`src/rtl/fetch_pc_gen.sv`:
```
// fetch_pc_gen: PC owner and instruction-memory request generator for fetch.
// Optional FETCH_PERF_EN adds saturating fetch/stall/redirect counters.
module fetch_pc_gen #(
   parameter int              ADDR     = 32,
   parameter int              WORD     = 32,
   parameter logic [ADDR-1:0] RESET_PC = '0,
   parameter int              PC_STEP  = 4
) (
   input  logic            clk,
   input  logic            reset,
   output logic            imem_en_o,
   output logic [ADDR-1:0] imem_addr_o,
   input  logic [WORD-1:0] imem_data_i,
   output logic            v_o,
   output logic [WORD-1:0] inst_o,
   output logic [ADDR-1:0] pc_o,
   input  logic            stall_i,
   input  logic            branch_i,
   input  logic [ADDR-1:0] branch_pc_i,
   input  logic            halt_i
`ifdef FETCH_PERF_EN
   ,
   output logic [31:0]     perf_fetch_o,
   output logic [31:0]     perf_stall_o,
   output logic [31:0]     perf_redirect_o
`endif
);

   typedef enum logic [1:0] {
      BOOT,
      RUN,
      HALTED
   } state_t;

   state_t state;
   state_t state_nx;

   logic [ADDR-1:0] pc_r;
   logic            resp_v_r;
   logic [ADDR-1:0] resp_pc_r;
   logic            hold_v_r;
   logic [WORD-1:0] hold_inst_r;
   logic [ADDR-1:0] hold_pc_r;

   logic            issue;
   logic [ADDR-1:0] fetch_addr;
   logic            out_v;
   logic [WORD-1:0] out_inst;
   logic [ADDR-1:0] out_pc;

   // request generation: a redirect always issues its target immediately
   always_comb begin
      issue      = ((state == RUN) && !halt_i && !stall_i && !hold_v_r)
                   || branch_i;
      fetch_addr = branch_i ? branch_pc_i : pc_r;
   end

   assign imem_en_o   = issue;
   assign imem_addr_o = fetch_addr;

   // output mux: hold register wins over the live memory response
   always_comb begin
      out_v    = 1'b0;
      out_inst = '0;
      out_pc   = '0;
      if (hold_v_r) begin
         out_v    = 1'b1;
         out_inst = hold_inst_r;
         out_pc   = hold_pc_r;
      end else begin
         out_v    = resp_v_r;
         out_inst = imem_data_i;
         out_pc   = resp_pc_r;
      end
      if (branch_i) begin
         out_v = 1'b0;
      end
      v_o    = out_v;
      inst_o = out_v ? out_inst : '0;
      pc_o   = out_v ? out_pc : '0;
   end

   // next-state: boot for one cycle, halt only when not redirecting
   always_comb begin
      state_nx = state;
      unique case (state)
         BOOT:    state_nx = RUN;
         RUN:     if (halt_i && !branch_i) state_nx = HALTED;
         HALTED:  if (branch_i) state_nx = RUN;
         default: state_nx = BOOT;
      endcase
   end

   // state register
   always_ff @(posedge clk or negedge reset) begin
      if (!reset) begin
         state <= BOOT;
      end else begin
         state <= state_nx;
      end
   end

   // PC and in-flight request tracking
   always_ff @(posedge clk or negedge reset) begin
      if (!reset) begin
         pc_r      <= RESET_PC;
         resp_v_r  <= 1'b0;
         resp_pc_r <= RESET_PC;
      end else begin
         resp_v_r <= issue;
         if (issue) begin
            pc_r      <= fetch_addr + ADDR'(PC_STEP);
            resp_pc_r <= fetch_addr;
         end
      end
   end

   // skid register: catch a response the queue refused, drop it on redirect
   always_ff @(posedge clk or negedge reset) begin
      if (!reset) begin
         hold_v_r    <= 1'b0;
         hold_inst_r <= '0;
         hold_pc_r   <= RESET_PC;
      end else if (branch_i) begin
         hold_v_r <= 1'b0;
      end else if (hold_v_r) begin
         if (!stall_i) begin
            hold_v_r <= 1'b0;
         end
      end else if (resp_v_r && stall_i) begin
         hold_v_r    <= 1'b1;
         hold_inst_r <= imem_data_i;
         hold_pc_r   <= resp_pc_r;
      end
   end

`ifdef FETCH_PERF_EN
   logic accepted;
   logic stalled;

   assign accepted = v_o && !stall_i;
   assign stalled  = v_o && stall_i;

   // saturating event counters
   always_ff @(posedge clk or negedge reset) begin
      if (!reset) begin
         perf_fetch_o    <= '0;
         perf_stall_o    <= '0;
         perf_redirect_o <= '0;
      end else begin
         if (accepted && perf_fetch_o != '1) begin
            perf_fetch_o <= perf_fetch_o + 32'd1;
         end
         if (stalled && perf_stall_o != '1) begin
            perf_stall_o <= perf_stall_o + 32'd1;
         end
         if (branch_i && perf_redirect_o != '1) begin
            perf_redirect_o <= perf_redirect_o + 32'd1;
         end
      end
   end
`endif

endmodule
```
`config.mk`:
```
export PLATFORM = sky130hd
export DESIGN_NAME = fetch_pc_gen
export DESIGN_NICKNAME = d
export VERILOG_FILES = /design/src/rtl/fetch_pc_gen.sv
export SDC_FILE = /design/constraint.sdc
export NUM_CORES = 1
export LEC_CHECK = 0
export BUFFER_PORTS_ARGS = -buffer_cell sky130_fd_sc_hd__buf_4
export CAP_MARGIN = 30
export CORE_MARGIN = 8
export CORE_UTILIZATION = 45
export CTS_CLUSTER_SIZE = 12
export DETAILED_ROUTE_END_ITERATION = 16
export PLACE_DENSITY = 0.77
export SLEW_MARGIN = 15
export SYNTH_ARGS = -nofsm -noshare
export SYNTH_HDL_FRONTEND = slang
export SYNTH_SLANG_ARGS = --single-unit
```
`constraint.sdc`:
```
create_clock -name clk -period 6.06 [get_ports clk]
set_clock_uncertainty 0.2 [all_clocks]
set_input_delay 0.606 -clock clk [delete_from_list [all_inputs] [get_ports clk]]
set_output_delay 0.606 -clock clk [all_outputs]
set_load 0.02 [all_outputs]
```
==> results of run 1 <==
synthesized netlist by cell type (all sizes together) (2+ instances only):
cell	instances	area share [%]
dfrtp	130	47
nor2	121	6.6
mux2i	89	13
mux2	73	12
a21oi	50	3.6
inv	29	1.6
clkbuf	27	1.5
nand2	25	1.4
xnor2	16	2.0
nand3	14	1.0
nand4	14	1.5
buf	13	0.91
nand3b	7	0.76
o31ai	7	0.76
nand4b	6	0.76
a22oi	5	0.62
a211oi	4	0.44
a21o	4	0.44
nor3	4	0.29
nor4	4	0.36
o21ai	4	0.29
o31a	4	0.51
a222oi	2	0.29
and4	2	0.25
nor2b	2	0.18
o21a	2	0.22
where the power goes:
group / leakage, nW / internal [mW] / total (mW) / switching, mW
sequential: 1.50 / 1.07 / 1.20 / 0.129
combinational: 2.21 / 0.347 / 0.733 / 0.386
clock: 0.275 / 0.599 / 0.946 / 0.347
state kept, by name, indices dropped and copies added, names as in the netlist:
name and cells:
hold_inst_r 32, hold_pc_r 32, pc_r 32, resp_pc_r 30
state 2, hold_v_r 1, resp_v_r 1
per-layer routing:
layer	track usage [%]	part of all wire, %	vias up
li1	-	-	2666
met1	24.41	47	2684
met2	28.73	47	159
met3	4.651	6.0	9
met4	6.057	0.70	0
met5	0	0	-
kinds of logic (layout without fill, tap and decap cells):
kind of cell	count (synthesis)	after routing	share of synthesized area, %
AND/OR/NAND/NOR	206	206	13.80
multiplexers	162	162	24.90
flip-flops	130	130	47.28
AO/OA/AOI/OAI	86	86	7.711
buffers and inverters	69	234	3.964
XOR/XNOR	17	17	2.164
adder cells (fa/ha/maj)	1	1	0.1818
area by class of cell:
class	count	area, um2	share of cell area (%)
Clock buffer	24	491.7	5.556
Inverter	29	108.9	1.230
Clock inverter	6	55.05	0.6221
Timing Repair Buffer	175	1338	15.11
Multi-Input combinational cell	472	3364	38.02
Tap cell	188	235.2	2.658
Sequential cell	130	3257	36.80
worst paths after layout:
path                       depth (start not counted)       startpoint         endpoint
hold / removal                                     1            reset          pc_r[4]
setup / recovery                                   6         hold_v_r       inst_o[14]
min in group clk                                   2  imem_data_i[26]  hold_inst_r[26]
hold reg to reg                                    2         pc_r[29]         pc_r[29]
setup reg to reg                                   9         hold_v_r         pc_r[24]
max in group asynchronous                          2            reset   hold_inst_r[8]
critical path: cells and delay by family (launching register included):
| kind | cells | cell delay, ns |
|---|---|---|
| AND/OR/NAND/NOR | 3 | 0.79 |
| flip-flops | 1 | 0.79 |
| buffers and inverters | 3 | 1.07 |
per-stage QoR:
| step | total power [mW] | setup WS [ns] |
|---|---|---|
| after global routing | 3.037 | 1.943 |
| after floorplan | 1.659 | 2.550 |
| after global placement | 1.922 | 2.570 |
| final | 2.880 | 2.177 |
| after detailed placement | 1.953 | 2.492 |
| after CTS | 2.914 | 2.101 |
==> results.cfg, run 1 <==
[detailed_routing]
vias = 5518
drc_errors = 0
wl_per_cell_um = 17.37
wl_um = 17790
firstDrtPassIters = 4
vias_per_cell = 5.389
ant_nets = 0
drt_iter0_drc = 369

[die]
die_h_um = 139.7
io_pins = 167
coreArea_um2 = 15090
die_x_um = 139.7
num_rows = 45
initial_utilization_pct = 45.60
die_area_um2 = 19500

[cells_and_area]
nets = 895
fillCellCount = 1342
fin_util_pct = 58.65
mostFrequentLayoutCell = buf_4
antenna_cells = 0
instances_no_fill = 1024
stdcell_area_um2 = 8850
drive_gt1_share_pct = 33.85
mostFrequentLayoutCells = 173 x buf_4, 129 x dfrtp_1, 121 x nor2_1
areaGrowthSynthToFinish_pct = 28.62

[logic_synthesis]
synth.distinct_cells = 44
synthArstFlopShare_pct = 100.0
synth.net_count = 741
ys_ff_latch = 130
ys_warn_count = 0
synth_edf_count = 0
avgSynthCellArea_um2 = 10.25
synth_area_um2 = 6880
synth_ff_type = dfrtp_1
yosysSeqAreaShare_pct = 47.28
syn_inst = 671

[setup_path]
crit_chain = buf_4 -> nor2_1 -> or2_2 -> buf_16 -> nor2_1 -> buf_4
crit_slowest_cell = dfrtp_4
regToRegSetupSlack_ns = 2.67
path_class = reg -> out
crit_path_start_kind = flop
worst-endpoint-arrival_ns = 3.08
crit_required_ns = 5.25
end_kind = output port
worstPathMaxFanout = 36
slowest_delay_ns = 0.79

[timing]
max-slew-margin-rel_pct = 41.81
rsz0062_at_grt = no
hold_violations = 0
setup_viol = 0
slew_violations = 0
whs_ns = 0.07674
period_share_pct = 64.07
max_freq_ghz = 0.2576
tns_ns = 0
min_period_ns = 3.883
tightest_slew_ns = 0.8729

[cts]
clk_latency_ns = 0.40
cts_setup_buffers = 0
clkTransAtPathRegs_ns = 0.05
cts_buffers = 17
htreeDepth = 4
clock_sinks = 130
cts_root_buffer = clkbuf_16
cts_hold_buf = 0
cts_tree = done
clock_path_buffers = 2
post_cts_resized = 0

[worst_hold_path]
hold_path_class = in -> async

[global_routing]
antenna_found_initial = 0
grt_util_all_layers_pct = 18.37
grt_overflow = 0
grt_pass1_wl_um = 29160
grt_max_degree = 91
grt_pass1_vias = 5497

[status]
status = completed

[placement]
gp_routability_congestion = 0.8891
placed_area_um2 = 8303
numPlacedInstances = 994
place_hpwl_um = 12570
io_buffer_count = 166

[run]
cap_violations = 0

[power_and_ir_drop]
vdd.ir_drop.worst_mv = 0.1984
leakage_nw = 3.983
powerDensity_nw_per_um2 = 325.4
(Power assumes the default switching activity.)
==> run 2: changes to the inputs <==
--- a/config.mk
+++ b/config.mk
@@ -5,6 +5,7 @@
 export SDC_FILE = /design/constraint.sdc
 export NUM_CORES = 1
 export LEC_CHECK = 0
+export ABC_AREA = 1
 export BUFFER_PORTS_ARGS = -buffer_cell sky130_fd_sc_hd__buf_4
 export CAP_MARGIN = 30
 export CORE_MARGIN = 8
==> constraint.sdc (replaced) <==
create_clock -name clk -period 3.8 [get_ports clk]
set_clock_uncertainty 0.2 [all_clocks]
set_input_delay 0.38 -clock clk [delete_from_list [all_inputs] [get_ports clk]]
set_output_delay 0.38 -clock clk [all_outputs]
set_load 0.02 [all_outputs]
==> results.cfg, run 2 <==
[cells_and_area]
drive_gt1_share_pct = 19.80
reg_top3 = hold_inst_r (32), hold_pc_r (32), pc_r (32)
nets = 1264
antenna_cells = 0
areaGrowthSynthToFinish_pct = 27.93
instances_no_fill = 1423
register_area_um2 = 3257
mostFrequentLayoutCells = 396 x nand2_1, 177 x buf_4, 167 x o21ai_0
multi_input_area_um2 = 3122
mostFrequentLayoutCell = nand2_1
fillCellCount = 1535

[cts]
post_cts_resized = 0
cts_setup_buffers = 0
cts_root_buffer = clkbuf_16
clock_sinks = 130
clock_path_buffers = 2
htreeDepth = 4
cts_buffers = 17
clkTransAtPathRegs_ns = 0.06
cts_hold_buf = 3
cts_tree = done
clk_latency_ns = 0.42

[timing]
min_period_ns = 2.654
max-slew-margin-rel_pct = 48.57
whs_ns = 0.02789
rsz0062_at_grt = no
hold_violations = 0
slew_violations = 0
tns_ns = 0
setup_viol = 0
tightest_slew_ns = 0.7714
period_share_pct = 69.84
max_freq_ghz = 0.3768

[die]
coreArea_um2 = 15770
io_pins = 167
die_x_um = 142.4
die_area_um2 = 20270
num_rows = 46
initial_utilization_pct = 45.56
die_h_um = 142.4

[logic_synthesis]
syn_inst = 1048
synth_area_um2 = 7186
ys_warn_count = 0
synth_compound_area_share_pct = 13.51
synth_fa_ha_area_share_pct = 0.1741
avgSynthCellArea_um2 = 6.857
synth_ff_type = dfrtp_1
synthSimpleGateAreaFrac_pct = 29.46
synth.net_count = 1118
synth_top_cell_by_area = dfrtp_1
synth.distinct_cells = 28
synth_xor_area_share_pct = 0.1219
synth_top_family_by_area = simple AND/OR/NAND/NOR gates
synth_area_leaders = dfrtp_1 45%, nand2_1 21%, o21ai_0 12%
synthMuxAreaShare_pct = 0
yosysSeqAreaShare_pct = 45.27
synth_most_common_cell = nand2_1
synth_edf_count = 0
synthArstFlopShare_pct = 100.0
synth.cells.most_frequent = 396 x nand2_1, 167 x o21ai_0, 147 x inv_1
synth_top_area_share_pct = 45.27
ys_ff_latch = 130

[detailed_routing]
ant_nets = 0
firstDrtPassIters = 5
wl_per_cell_um = 13.68
wl_um = 19460
drc_errors = 0
vias = 6863
vias_per_cell = 4.823
drt_iter0_drc = 489

[power_and_ir_drop]
swShare_pct = 33.29
p_int_mw = 3.156
vdd.ir_drop.worst_mv = 0.2958
pwr-share-comb_pct = 25.7
powerDensity_nw_per_um2 = 514.7
seq_power_share_pct = 39.7
p_clk_share_pct = 34.6
power.switching_mw = 1.575
leakage_nw = 5.008

[worst_hold_path]
hold_path_class = in -> reg

[status]
status = completed

[global_routing]
grt_overflow = 0
antenna_found_initial = 0
grt_max_degree = 129
grt_util_all_layers_pct = 19.73
grt_pass1_vias = 6460
grt_pass1_wl_um = 32060

[placement]
place_hpwl_um = 14080
io_buffer_count = 166
gp_routability_congestion = 0.8863
numPlacedInstances = 1387

[setup_path]
reg2reg_from = hold_v_r
regToRegSetupSlack_ns = 1.56
path_class = reg -> out
worstSetupStartpoint = resp_v_r
crit_required_ns = 3.22
worstPathMaxFanout = 38
worst-endpoint-arrival_ns = 2.07
r2r_end = hold_inst_r[23]
crit_end = inst_o[2]
rr_worst_depth = 5
crit_path_start_kind = flop
end_kind = output port

[run]
cap_violations = 0
[run 2: changes by cell type after synthesis, moves of 7 or more]
cell / previous run / this run
mux2i_1: 89 / 0
nand3_1: 14 / 37
nand2_1: 25 / 396
nand4_1: 12 / 5
nor2_1: 121 / 58
o31ai_1: 7 / 0
nand2_2: 0 / 14
buf_2: 5 / 16
a21oi_1: 50 / 8
o21ai_0: 4 / 167
inv_1: 28 / 147
xnor2_1: 16 / 1
mux2_2: 73 / 0
[run 2: final cells by class]
| type | count | area share [%] |
|---|---|---|
| well taps | 216 | 2.940 |
| clock inverters | 13 | 1.647 |
| inverters | 150 | 6.125 |
| flip-flops and latches | 130 | 35.43 |
| repair buffers | 181 | 15.08 |
| clock buffers | 19 | 4.818 |
| multi-input cells | 714 | 33.96 |
[run 2: how the worst min path moves through the flow]
stage                 endpoint  slack (ns)  startpoint  cells after the start
2_1_floorplan   hold_inst_r[0]       -0.12       reset                      0
4_1_cts               hold_v_r        0.01     stall_i                      3
3_3_place_gp   hold_inst_r[27]        0.25       reset                      1
6_report              hold_v_r        0.03     stall_i                      3
3_5_place_dp   hold_inst_r[27]        0.25       reset                      1
5_1_grt               hold_v_r        0.03     stall_i                      3
[run 2: logic make-up (layout without fill, tap and decap cells)]
family,count (synthesis),count (layout)
simple gates,524,524
buf+inv,204,363
compound gates,188,188
flops,130,130
fa+ha+maj,1,1
xor+xnor,1,1
[run 2: power groups by stage]
stage	registers (mW)	clock network, mW	logic (mW)
floorplan	1.85	0	0.792
global placement	1.88	0	1.19
detailed placement	1.89	0	1.22
CTS	1.87	1.67	1.23
global route	1.92	1.73	1.38
finish	1.88	1.64	1.22
[run 2: stage by stage]
stage	instance area [um2]	total power [mW]	setup WS, ns	util [%]
global placement	8541	3.068	1.261	54.16
floorplan	7186	2.645	1.734	-
CTS	9165	4.766	0.9327	58.12
detailed placement	8541	3.111	1.197	54.16
global route	9193	5.033	0.9601	58.29
finish	9193	4.731	1.146	58.29
[run 2: per-layer routing]
metal | vias up | track usage (%) | share of wire [%]
li1 | 3524 | - | -
met3 | 15 | 5.065 | 7.2
met2 | 251 | 29.95 | 44
met1 | 3073 | 27.31 | 48
met4 | 0 | 5.369 | 0.69
met5 | - | 0 | 0
[run 2: worst max-delay path, cell delays in order (launching register included)]
cell and delay (ns):
dfrtp_1 0.40, o21ai_0 0.15, inv_2 0.52, buf_4 0.31, nand2_1 0.07, inv_1 0.05, buf_4 0.13
==> run 3: changes to the inputs <==
==> constraint.sdc (replaced) <==
create_clock -name clk -period 2.6 [get_ports clk]
set_clock_uncertainty 0.2 [all_clocks]
set_input_delay 0.26 -clock clk [delete_from_list [all_inputs] [get_ports clk]]
set_output_delay 0.26 -clock clk [all_outputs]
set_load 0.02 [all_outputs]
==> results.cfg, run 3 (synthesis results as in run 2) <==
[status]
status = completed

[timing]
slew_violations = 0
period_share_pct = 92.44
whs_ns = 0.01179
rsz0062_at_grt = no
setup_viol = 0
max-slew-margin-rel_pct = 50.56
max_freq_ghz = 0.4160
hold_violations = 0
min_period_ns = 2.404
tns_ns = 0
tightest_slew_ns = 0.7415
setup_ws_ns = 0.1964

[placement]
gp_routability_congestion = 0.9050
dp_slack_ns = 0.3714
io_buffer_count = 166
placed_area_um2 = 8668
place_hpwl_um = 14280
numPlacedInstances = 1394

[detailed_routing]
vias = 7112
wl_per_cell_um = 13.90
ant_nets = 0
vias_per_cell = 4.858
firstDrtPassIters = 6
drc_errors = 0
wl_um = 20350
drt_iter0_drc = 503

[cells_and_area]
instances_no_fill = 1464
areaGrowthSynthToFinish_pct = 34.27
mostFrequentLayoutCell = nand2_1
drive_gt1_share_pct = 19.71
nets = 1305
fin_util_pct = 61.18
reg_top3 = hold_inst_r (32), hold_pc_r (32), pc_r (32)
antenna_cells = 0
stdcell_area_um2 = 9648
mostFrequentLayoutCells = 396 x nand2_1, 177 x buf_4, 167 x o21ai_0

[die]
num_rows = 46
die_h_um = 142.4
die_area_um2 = 20270
die_x_um = 142.4
io_pins = 167
initial_utilization_pct = 45.56
coreArea_um2 = 15770

[setup_path]
cp_top_family = buffers and inverters
crit_path_start_kind = flop
crit_required_ns = 2.14
crit_chain = buf_6 -> o21ai_0 -> nand2_1 -> inv_1 -> buf_4
worstPathMaxFanout = 92
end_kind = output port
cp_num_buf_inv = 3
worst-endpoint-arrival_ns = 1.94
path_class = reg -> out
slowest_delay_ns = 0.45
crit_slowest_cell = buf_6

[cts]
cts_setup_buffers = 0
clock_path_buffers = 2
cts_root_buffer = clkbuf_16
clkTransAtPathRegs_ns = 0.06
htreeDepth = 4
clk_latency_ns = 0.42
cts_tree = done
cts_buffers = 17
clock_sinks = 130

[global_routing]
grt_max_degree = 93
grt_util_all_layers_pct = 20.48
grt_overflow = 0
antenna_found_initial = 0
grt_pass1_wl_um = 33480
grt_pass1_vias = 6712

[power_and_ir_drop]
powerDensity_nw_per_um2 = 721.6
power_mw = 6.962
leakage_nw = 5.209
vdd.ir_drop.worst_mv = 0.5196

[worst_hold_path]
hold_path_class = in -> reg

[run]
cap_violations = 0
-- run 3: changes by cell type in the layout (fill, tap and decap cells not counted) --
cell	before	now
buf_12	0	6
clkbuf_1	1	0
dlygate4sd3_1	3	38
inv_6	5	2
clkinv_2	0	1
buf_6	0	1
buf_16	1	0
clkinv_4	2	5
-- run 3: tightest hold or removal path, delay by kind of cell --
kind	cells	cell delay (ns)
AND/OR/NAND/NOR	2	0.14
AO/OA/AOI/OAI	1	0.10
buffers and inverters	1	0.08
-- run 3: path summary, 6_finish.rpt --
check                                 from               to  slack (ns)  depth (start not counted)
setup / recovery                  hold_v_r       inst_o[21]        0.20                          5
hold / removal             branch_pc_i[16]         pc_r[16]        0.01                          4
setup reg to reg                  pc_r[27]         pc_r[28]        0.65                          9
hold reg to reg                   state[0]         state[0]        0.27                          1
max in group asynchronous            reset         pc_r[17]        1.13                          3
min in group asynchronous            reset  hold_inst_r[27]        0.27                          2
-- run 3: layer usage --
| layer | wire length [um] | global-route usage [%] |
|---|---|---|
| met1 | 9561 | 27.46 |
| met2 | 9204 | 32.14 |
| met3 | 1393 | 5.334 |
| met4 | 193 | 5.481 |
| met5 | 0 | 0 |
-- run 3: power breakdown --
part / internal, mW / switching [mW] / total, mW
combinational: 0.706 / 1.15 / 1.86
clock: 1.45 / 0.924 / 2.37
sequential: 2.51 / 0.225 / 2.73
-- run 3: layout make-up --
class,count,area [um2]
clock buffers,18,439.2
inverters,150,563.0
clock inverters,14,156.4
well taps,216,270.3
flip-flops and latches,130,3257
multi-input cells,714,3122
fillers,1466,6122
repair buffers,222,1841
-- run 3: what timing repair did --
action | CTS | global route
endpoints found under the setup margin | 0 | 30
hold buffers | 38 | 0
endpoints found under the hold margin | 88 | 0
gates resized for setup | 0 | 1
